===== src/rtl/bitstream_collector.sv =====
// bitstream_collector: buffers encoder byte groups in a circular FIFO and serialises them one byte per cycle
module bitstream_collector #(
    parameter int BC_BITSTREAM_WIDTH = 8,
    parameter int BC_FIFO_ADDR_WIDTH = 4,
    parameter int BC_COUNT_WIDTH     = 32
) (
    input  logic                          bc_clk,
    input  logic                          bc_reset,
    input  logic                          bc_start,
    input  logic [BC_BITSTREAM_WIDTH-1:0] in_bit_1,
    input  logic [BC_BITSTREAM_WIDTH-1:0] in_bit_2,
    input  logic [BC_BITSTREAM_WIDTH-1:0] in_bit_3,
    input  logic [BC_BITSTREAM_WIDTH-1:0] in_last_bit,
    input  logic [2:0]                    in_flag_bitstream,
    input  logic                          in_flag_last,
    input  logic                          in_error,
    output logic [BC_BITSTREAM_WIDTH-1:0] out_byte,
    output logic                          out_valid,
    output logic                          out_last,
    input  logic                          out_ready,
    output logic [BC_COUNT_WIDTH-1:0]     out_byte_count,
    output logic                          out_done,
    output logic                          out_overflow,
    output logic                          out_err_protocol,
    output logic                          out_err_encoder
);
    localparam int AW = BC_FIFO_ADDR_WIDTH;
    localparam int CNTW = AW + 1;
    localparam logic [AW:0] DEPTH = CNTW'(1 << AW);

    typedef enum logic [1:0] {COLLECT, DRAIN, DONE} state_t;

    state_t                        state_q, state_d, cur_state;
    logic [AW-1:0]                 wr_q, wr_d, rd_q, rd_d, cur_wr, cur_rd;
    logic [AW:0]                   cnt_q, cnt_d, cur_cnt, free, n_ext, wr_n;
    logic [BC_COUNT_WIDTH-1:0]     bcnt_q, bcnt_d, cur_bcnt;
    logic                          ovf_q, ovf_d, prot_q, prot_d, enc_q, enc_d;
    logic [BC_BITSTREAM_WIDTH:0]   mem [1 << AW];
    logic [BC_BITSTREAM_WIDTH:0]   grp [4];
    logic [3:0]                    n;
    logic                          collect, illegal, wr_en, pop;

    assign out_valid        = (cnt_q != '0) && (state_q != DONE);
    assign out_byte         = out_valid ? mem[rd_q][BC_BITSTREAM_WIDTH-1:0] : '0;
    assign out_last         = out_valid & mem[rd_q][BC_BITSTREAM_WIDTH];
    assign out_done         = state_q == DONE;
    assign out_byte_count   = bcnt_q;
    assign out_overflow     = ovf_q;
    assign out_err_protocol = prot_q;
    assign out_err_encoder  = enc_q;

    // Arrange the incoming group in stream order; the tagged final byte follows the counted bytes
    always_comb begin
        for (int k = 0; k < 4; k++)
            grp[k] = (3'(k) < in_flag_bitstream)
                   ? {1'b0, (k == 0) ? in_bit_1 : (k == 1) ? in_bit_2 : in_bit_3}
                   : {1'b1, in_last_bit};
    end

    // Next-state logic: a start pulse rebases everything to an empty stream before the group is judged
    always_comb begin
        cur_state = bc_start ? COLLECT : state_q;
        cur_wr    = bc_start ? '0 : wr_q;
        cur_rd    = bc_start ? '0 : rd_q;
        cur_cnt   = bc_start ? '0 : cnt_q;
        cur_bcnt  = bc_start ? '0 : bcnt_q;
        n         = {1'b0, in_flag_bitstream} + {3'b0, in_flag_last};
        n_ext     = CNTW'(n);
        free      = DEPTH - cur_cnt;
        collect   = cur_state == COLLECT;
        illegal   = in_flag_bitstream > 3'd3;
        wr_en     = collect && !illegal && (n != 4'd0) && (n_ext <= free);
        wr_n      = wr_en ? n_ext : '0;
        pop       = out_valid && out_ready && !bc_start;
        wr_d      = cur_wr + AW'(n_ext & {CNTW{wr_en}});
        rd_d      = cur_rd + AW'(pop);
        cnt_d     = cur_cnt + wr_n - CNTW'(pop);
        bcnt_d    = cur_bcnt + BC_COUNT_WIDTH'(pop);
        ovf_d     = (ovf_q && !bc_start) || (collect && !illegal && (n_ext > free));
        prot_d    = (prot_q && !bc_start) || (collect ? illegal : (n != 4'd0));
        enc_d     = (enc_q && !bc_start) || in_error;
        state_d   = cur_state;
        if (wr_en && in_flag_last)
            state_d = DRAIN;
        if (state_q == DRAIN && pop && mem[rd_q][BC_BITSTREAM_WIDTH])
            state_d = DONE;
    end

    // State, pointer, counter and sticky flag registers
    always_ff @(posedge bc_clk or posedge bc_reset) begin
        if (bc_reset) begin
            state_q <= COLLECT;
            wr_q    <= '0;
            rd_q    <= '0;
            cnt_q   <= '0;
            bcnt_q  <= '0;
            ovf_q   <= 1'b0;
            prot_q  <= 1'b0;
            enc_q   <= 1'b0;
        end else begin
            state_q <= state_d;
            wr_q    <= wr_d;
            rd_q    <= rd_d;
            cnt_q   <= cnt_d;
            bcnt_q  <= bcnt_d;
            ovf_q   <= ovf_d;
            prot_q  <= prot_d;
            enc_q   <= enc_d;
        end
    end

    // FIFO storage: an accepted group lands contiguously from the write pointer, wrapping modulo depth
    always_ff @(posedge bc_clk) begin
        for (int k = 0; k < 4; k++)
            if (wr_en && (4'(k) < n))
                mem[cur_wr + AW'(k)] <= grp[k];
    end
endmodule

===== config.mk =====
export PLATFORM = sky130hd
export DESIGN_NAME = bitstream_collector
export DESIGN_NICKNAME = d
export VERILOG_FILES = /design/src/rtl/bitstream_collector.sv
export SDC_FILE = /design/constraint.sdc
export NUM_CORES = 1
export LEC_CHECK = 0
export BUFFER_PORTS_ARGS = -buffer_cell sky130_fd_sc_hd__buf_2
export CAP_MARGIN = 10
export CORE_AREA = 2 2 161 178
export DETAILED_ROUTE_END_ITERATION = 8
export DIE_AREA = 0 0 163 180
export GPL_TIMING_DRIVEN = 1
export PLACE_DENSITY = 0.77
export REMOVE_ABC_BUFFERS = 1
export SLEW_MARGIN = 30
export SYNTH_ARGS = -nofsm -noshare
export SYNTH_HDL_FRONTEND = slang
export SYNTH_SLANG_ARGS = --single-unit

===== constraint.sdc =====
create_clock -name bc_clk -period 4.5 [get_ports bc_clk]
set_input_delay 0.9 -clock bc_clk [delete_from_list [all_inputs] [get_ports bc_clk]]
set_output_delay 0.9 -clock bc_clk [all_outputs]
set_load 0.1 [all_outputs]

# After elaboration in Yosys (flattened, before gate mapping)
# Memory sizes are Yosys's and may differ from the RTL's.
# Index checks and enable logic that the tools add are counted.
[op_classes] magnitude_cmp=11 n_addsub=10 muxes=22 n_reduce_logical=25 bitwise_logic=2 n_eq_ne=3
[ops] operator="two-way mux 9 bit" count=4
[ops] operator="adder 32 x 1 -> 32 bit" count=1
[ops] operator="two-way mux 32 bit" count=1
[ops] operator="logical AND 1 bit" count=17
[ops] operator="two-way mux 4 bit" count=3
[ops] operator="two-way mux 1 bit" count=9
[ops] operator="adder 4 x 2 -> 4 bit (second input constant)" count=2
[ops] operator="less-than comparator 1 x 4 -> 1 bit (first input constant)" count=2
[ops] operator="less-than comparator 2 x 4 -> 1 bit (first input constant)" count=2
[ops] operator="two-way mux 8 bit" count=1
[ops] operator="less-than comparator 1 x 3 -> 1 bit (first input constant)" count=2
[ops] operator="less-than comparator 2 x 3 -> 1 bit (first input constant)" count=2
[ops] operator="two-way mux 2 bit" count=3
[ops] operator="adder 5 x 4 -> 5 bit" count=1
[ops] operator="greater-than comparator 4 x 5 -> 1 bit" count=1
[ops] operator="less-or-equal comparator 4 x 5 -> 1 bit" count=1
[ops] operator="two-way mux 5 bit" count=1
[ops] operator="nonzero test 5 bit" count=1
[ops] operator="subtractor 5 x 1 -> 5 bit" count=1
[ops] operator="subtractor 5 bit (first input constant)" count=1
[ops] operator="adder 3 x 1 -> 4 bit" count=1
[ops] operator="adder 4 x 1 -> 4 bit" count=1
[ops] operator="adder 4 x 1 -> 4 bit (second input constant)" count=1
[ops] operator="adder 4 bit" count=1
[ops] operator="other kinds (10)" count=13
[totals] word_cells=82 output_inout_bits=46 input_bits=41 memories=1 ram_bits=144 ff_bits=50
[memory_table] memory="mem" words=16 word_bits=9 read_ports=1 rd_ports_with_merged_regs=0 write_ports=4 line_no="38" text="logic [BC_BITSTREAM_WIDTH:0] mem [1 << AW];"

# Longest topological paths before layout
# Gate-level depths: netlist (run 1).
[logic_depth] word_depth=8 ltp_mapped=19 depth_no_buf=14

# Least setup slack after synthesis (run 1)
# OpenSTA, ideal clock, no wires.
[synth_path] path_kind="input to register" from="input port bc_start" to="register cnt_q[4]" t_arrival_ps=4672 stages=19 setup_ps=124 n_path_buf=6 slack_ps=-296 required_ps=4376 path_cell_list="buf_6 > buf_2 > buf_2 > inv_2 > clkbuf_1 > nand2_1 > ha_1 > nor2b_1 > o211a_1 > o211ai_1 > clkbuf_1 > clkbuf_1 > nand3_1 > ha_1 > inv_1 > fa_1 > a21o_1 > a21oi_1 > xnor2_1"
[synth_via] elab_chain_cells=8 elab_cells_between_ends=13 classes_between="add/sub (3); order compare (1); mux (3); reduce/logical (6)"
[synth_rtl] item="start, declared" line_no="9" text="input logic bc_start,"
[synth_rtl] item="parallel branches: the longest is 7 deep, another holds subtractor 5 bit"
[synth_rtl] item="subtractor 5 x 1 -> 5 bit (*)" line_no="77" text="cnt_d = cur_cnt + wr_n - CNTW'(pop);"
[synth_rtl] item="named net cnt_d[4]" line_no="35" text="logic [AW:0] cnt_q, cnt_d, cur_cnt, free, n_ext, wr_n;"
[synth_rtl] item="end signal, assigned" line_no="104" text="cnt_q <= cnt_d;"
[synth_rtl] item="end, declared" line_no="35"
# Mark *: on every way through the listed nets, which the timed path passes.

# Worst setup path after layout (run 1)
[layout_path] from="register rd_q[0]" to="output port out_byte[7]"
[layout_via] elab_chain_cells=2
[layout_rtl] item="start, declared" line_no="34" text="logic [AW-1:0] wr_q, wr_d, rd_q, rd_d, cur_wr, cur_rd;"
[layout_rtl] item="start signal, assigned" line_no="103" text="rd_q <= rd_d;"
[layout_rtl] item="memory (16 x 9 bit)"
[layout_rtl] item="two-way mux 8 bit" line_no="44" text="assign out_byte = out_valid ? mem[rd_q][BC_BITSTREAM_WIDTH-1:0] : '0;"
[layout_rtl] item="end, declared" line_no="17" text="output logic [BC_BITSTREAM_WIDTH-1:0] out_byte,"
# No other way between the ends.

==> out/qor.txt, run 1 <==
top achievable clock speed: 0.243 GHz
crit-path max FO: 15
global-route usage over all layers: 0.434
Worst Path Arrival: 3.21 ns
synth top area cells: edfxtp_1 29%, dfrtp_1 8.4%, mux4_2 6.8%
CTS tree: done
clock buffer depth: 2
CTS resizes: 0
vias: 15303
Worst-Margin Slew: 0.881 ns
relative slew slack: 0.396
run status: finished clean
Final period util: 0.914
Total Power: 7.15 mW
vias in the first global route: 13957
clock power share: 0.215
largest net degree at the start of global routing: 75
n_diodes: 0
port buffer count: 86
GR Overflow Total: 0
Peak VDD IR: 305 µV
Final Slew Violations: 0
setup repair bufs after CTS: 0
CP most frequent cell: mux4_2
Hold Path Class: reg2reg
Post-synth top cells: 144 x edfxtp_1, 138 x nor2_1, 131 x a21oi_1, 99 x nand2_1, 94 x o21ai_0
fin util: 0.610
via/cell ratio: 7.44
post-route setup slack: 0.388 ns
Psw: 3.27 mW
largest area contributor in the netlist: edfxtp_1
ys async rst share: 0.258
Top FF cell, synth: edfxtp_1
top-area cell type share of the netlist area: 0.290
Placed Cells: 2025
core footprint: 27600 µm²
die area: 29300 µm²
syn avg cell area: 9.52 µm²
routed len/inst: 31.2 µm
Final GP Congestion: 1.11
DR pass1 iterations: 7
Setup crit start kind: flop
row count: 64
Final Instance Count excl. Fillers: 2057
Layout Nets: 1746
routed wire length: 64100 µm
RSZ-0062 raised after global routing: false
CP Capture Type: primary output
CP Cell Sequence: buf_4 > mux4_2 > mux4_2 > nor2b_1 > buf_2
Logic pwr share: 0.461
Critical Path RT: 3.60 ns
Final HPWL DP: 47500 µm
Routed Antenna Nets: 0
fin crit period: 4.11 ns
switching share of total power: 0.458
total CTS buffers: 17
Fin. Hold Viols: 0
Worst-path clk slew: 0.07 ns
Syn. warnings: 0
CTS H-tree lvls: 4
first-pass GRT wire length: 93200 µm
Clk Tree Root Cell: clkbuf_16
die height: 180 µm
layout cells sized above 1: 0.223
Fin Clk Skew: 0.0152 ns
Ports: 87
PwrDens: 424 nW/µm²
CP max-delay cell: dfrtp_2
Critical path buffers and inverters: 2
Area Growth Syn to Fin: 12.9%
internal power: 3.88 mW
initial drt markers: 2870
final setup vio count: 0
Starting Density: 0.540
pre-CTS WS: 0.153 ns
die width: 163 µm
Crit Path Class: reg2out
initial antenna violation count: 2
Top delay family on crit path: multiplexers
Lkg Pwr: 6.15 nW
CP peak stage delay: 0.78 ns
DR DRC count: 0
register area share after synthesis: 0.373
Seq cells post-synth: 194
max-cap violation count: 0
Hold-fix buffers, CTS: 0
Cell variety after synth: 84
Post-synth EDFFs: 144
clock sinks: 194
most numerous cell in the Yosys netlist: edfxtp_1
Hold WS: 0.480 ns
Sequential Power Share: 0.324
mapped cell area: 14900 µm²
Syn Inst Count: 1569
worst skew pair latency: 0.47 ns
per-stage QoR:
step / instance area, µm² / setup TNS (ns)
CTS: 16800 / 0
global route: 16900 / 0
global placement: 16300 / 0
floorplan: 14400 / -597.51
detailed placement: 16300 / 0
finish: 16900 / 0
registers in the layout, summed over array words and instances, names as in the netlist:
name and count:
cnt_q 5, mem 144, out_byte_count 32, out_err_encoder 1, out_err_protocol 1, out_overflow 1, rd_q 4, state_q 2
wr_q 4
cell families (layout without fill, tap and decap cells):
group,Yosys count,count (layout),synth area share
XOR/XNOR,43,43,0.0252
AO/OA/AOI/OAI,524,524,0.233
AND/OR/NAND/NOR,529,529,0.193
multiplexers,105,105,0.110
flip-flops,194,194,0.373
other,1,1,0.000251
buffers and inverters,149,274,0.0448
adder cells (fa/ha/maj),24,24,0.0211
routing by layer:
layer,wire length [µm],track usage,part of all wire
met4,4650,0.240,0.073
met5,22,0,0.00034
met1,22600,0.580,0.35
met3,9640,0.128,0.15
met2,27200,0.631,0.42
worst register-to-register path: cells and delay by family (launching register included):
family / cells / cell delay (ns)
simple gates: 4 / 1.21
fa+ha+maj: 1 / 0.49
compound gates: 2 / 0.80
flops: 1 / 0.82
buf+inv: 2 / 0.37
final timing paths:
kind                                  from  slack (ns)  depth (start not counted)                to
setup / recovery                   rd_q[0]        0.39                          5       out_byte[7]
hold / removal             out_err_encoder        0.48                          1   out_err_encoder
setup reg to reg                   wr_q[2]        0.50                          9         mem[5][7]
hold reg to reg            out_err_encoder        0.48                          1   out_err_encoder
max in group asynchronous         bc_reset        3.50                          2           rd_q[0]
min in group asynchronous         bc_reset        0.52                          2  out_err_protocol
layout make-up:
type,count,area (µm²)
well taps,363,454
multi-input cells,1226,8700
fillers,2387,10800
clock buffers,17,425
repair buffers,218,1460
flip-flops and latches,194,5580
clock inverters,15,140
inverters,24,92.6
cell usage in the layout (no fill, tap or decap), types with 12 or more instances in the layout:
| cell | instances |
|---|---|
| ha_1 | 22 |
| buf_4 | 129 |
| a31oi_1 | 62 |
| a21oi_1 | 131 |
| dfrtp_1 | 49 |
| and3_1 | 15 |
| edfxtp_1 | 144 |
| clkbuf_16 | 17 |
| o22ai_1 | 34 |
| o22a_1 | 12 |
| xnor2_1 | 22 |
| nand3_1 | 81 |
| mux4_2 | 45 |
| xor2_1 | 21 |
| nand4_1 | 15 |
| buf_2 | 86 |
| mux2i_1 | 37 |
| o221ai_1 | 54 |
| inv_1 | 22 |
| o21ai_0 | 94 |
| nor2_1 | 138 |
| o211ai_1 | 15 |
| mux2_2 | 20 |
| nand2b_1 | 15 |
| a22oi_1 | 40 |
| a211oi_1 | 17 |
| nor2b_1 | 28 |
| nand2_1 | 99 |
| nor3_1 | 42 |
power by group through the flow:
stage	logic (mW)	registers [mW]	clock network (mW)
after detailed placement	3.16	2.35	0
final	3.30	2.32	1.54
after CTS	3.17	2.31	1.53
after floorplan	1.96	2.40	0
after global placement	3.13	2.34	0
after global routing	3.41	2.33	1.60
Power figures use the tool's default switching activity.
==> inputs of run 2 (changes only) <==
--- a/config.mk
+++ b/config.mk
@@ -7,11 +7,13 @@
 export LEC_CHECK = 0
 export BUFFER_PORTS_ARGS = -buffer_cell sky130_fd_sc_hd__buf_2
 export CAP_MARGIN = 10
-export CORE_AREA = 2 2 161 178
+export CELL_PAD_IN_SITES_DETAIL_PLACEMENT = 1
+export CELL_PAD_IN_SITES_GLOBAL_PLACEMENT = 2
+export CORE_AREA = 2 2 188 208
 export DETAILED_ROUTE_END_ITERATION = 8
-export DIE_AREA = 0 0 163 180
+export DIE_AREA = 0 0 190 210
 export GPL_TIMING_DRIVEN = 1
-export PLACE_DENSITY = 0.77
+export PLACE_DENSITY = 0.85
 export REMOVE_ABC_BUFFERS = 1
 export SLEW_MARGIN = 30
 export SYNTH_ARGS = -nofsm -noshare
==> out/qor.txt, run 2 (synthesis results as in run 1) <==
run status: finished clean
PwrDens: 423 nW/µm² (-0.42%)
final setup vio count: 0 (unchanged)
Total Power: 7.25 mW (+1.3%)
Layout Nets: 1771 (+1.4%)
Hold Path Class: reg2reg
fin crit period: 4.19 ns (+0.0823 ns)
initial antenna violation count: 3 (+1)
Setup crit start kind: flop
Peak VDD IR: 309 µV (+1.5%)
Final GP Congestion: 1.03 (-7.2%)
clock buffer depth: 2 (unchanged)
number of flip-flops in the largest register: 144 (unchanged)
clock sinks: 194 (unchanged)
routed wire length: 71600 µm (+12%)
crit-path max FO: 18 (+3)
die width: 190 µm (+17%)
CP Capture Type: primary output
via/cell ratio: 6.84 (-8.1%)
Final HPWL DP: 53800 µm (+13%)
CTS H-tree lvls: 4 (unchanged)
Final period util: 0.932 (+0.0183)
Worst-path clk slew: 0.08 ns (about the same)
Finished Cell Area: 17100 µm² (+1.8%)
Worst-Margin Slew: 1.10 ns (+0.219 ns)
# fillers: 4329 (+81%)
Multi-input gate area: 8700 µm² (-0.10%)
vias in the first global route: 15058 (+7.9%)
die area: 39900 µm² (+36%)
commonest non-fill, non-tap cell in the layout: buf_4
Starting Density: 0.395 (-0.146)
FF+latch area: 5580 µm² (unchanged)
largest net degree at the start of global routing: 44 (-41%)
Final Instance Count excl. Fillers: 2220 (+7.9%)
most frequent cells in the layout: 156 x buf_4, 144 x edfxtp_1, 137 x nor2_1
port buffer count: 86 (unchanged)
Worst Path Arrival: 3.29 ns (+0.08 ns)
DR DRC count: 0 (unchanged)
setup repair bufs after CTS: 0 (unchanged)
core footprint: 37800 µm² (+37%)
die height: 210 µm (+17%)
Fin Clk Skew: 0.0188 ns (+0.00358 ns)
Routed Antenna Nets: 0 (unchanged)
Area Growth Syn to Fin: 14.9%
Hold-fix buffers, CTS: 0 (unchanged)
vias: 15184 (-0.78%)
routed len/inst: 32.2 µm (+3.5%)
Critical Path RT: 3.60 ns (about the same)
Lkg Pwr: 6.23 nW (+1.2%)
worst skew pair latency: 0.48 ns (about the same)
Ports: 87 (unchanged)
Fin. Hold Viols: 0 (unchanged)
first-pass GRT wire length: 104000 µm (+11%)
Final Slew Violations: 0 (unchanged)
row count: 75 (+17%)
relative slew slack: 0.264 (-0.132)
initial drt markers: 1851 (-36%)
Crit Path Class: reg2out
top achievable clock speed: 0.238 GHz (-2.0%)
Placed Cells: 2187 (+8.0%)
DR pass1 iterations: 6 (-1)
layout cells sized above 1: 0.233 (+0.0101)
Hold WS: 0.474 ns (-0.00636 ns)
largest register by flop count: mem
max-cap violation count: 0 (unchanged)
RSZ-0062 raised after global routing: false
CTS resizes: 0 (unchanged)
GR Overflow Total: 0 (unchanged)
total CTS buffers: 17 (unchanged)
global-route usage over all layers: 0.361 (-0.0730)
Placement Cell Area: 16600 µm² (+2.1%)
CTS tree: done
Clk Tree Root Cell: clkbuf_16
-- run 2: cell types whose count changed in the layout (fill, tap and decap cells not counted), moves of 2 or more --
| cell | delta |
|---|---|
| buf_12 | -2 |
| buf_4 | +27 |
| clkinv_8 | -2 |
| clkinvlp_4 | +3 |
| inv_4 | -2 |
| inv_8 | -2 |
-- run 2: worst max-delay path, cell delays in order (launching register included) --
cell,delay (ns)
dfrtp_2,0.91
buf_4,0.37
mux4_2,0.57
mux4_2,0.50
nor2b_1,0.16
buf_2,0.30
-- run 2: where the power goes --
part	switching [mW]	total, mW	internal [mW]	leakage, nW
combinational	2.44	3.48	1.04	4.00
sequential	0.123	2.27	2.15	1.98
clock	0.787	1.50	0.714	0.251
-- run 2: final timing paths --
check	start	to	slack, ns	cells past startpoint
hold / removal	out_err_encoder	out_err_encoder	0.47	1
max in group asynchronous	bc_reset	out_byte_count[26]	3.20	3
hold reg to reg	out_err_encoder	out_err_encoder	0.47	1
min in group asynchronous	bc_reset	wr_q[2]	0.49	2
setup reg to reg	cnt_q[0]	mem[7][1]	0.67	10
setup / recovery	rd_q[0]	out_byte[7]	0.31	5
-- run 2: cell type report --
cell class	instances	area share
clock buffers	18	0.0250
flip-flops and latches	194	0.325
diodes	1	0.000146
well taps	500	0.0365
repair buffers	243	0.0946
clock inverters	14	0.00620
inverters	24	0.00525
multi-input cells	1226	0.507
-- run 2: metrics by stage --
step / util / setup slack (ns) / TNS, ns
after floorplan: - / -2.89 / -597.51
after global placement: 0.439 / 0.122 / 0
after detailed placement: 0.439 / 0.0539 / 0
after CTS: 0.453 / 0.305 / 0
after global routing: 0.453 / 0.235 / 0
final: 0.453 / 0.305 / 0
-- run 2: routing by layer --
metal | GRT usage | wire length [µm] | up-vias
met3 | 0.0699 | 7160 | 222
li1 | - | - | 6417
met2 | 0.553 | 31700 | 932
met4 | 0.209 | 4500 | 2
met5 | 0 | 13 | -
met1 | 0.478 | 28100 | 7611
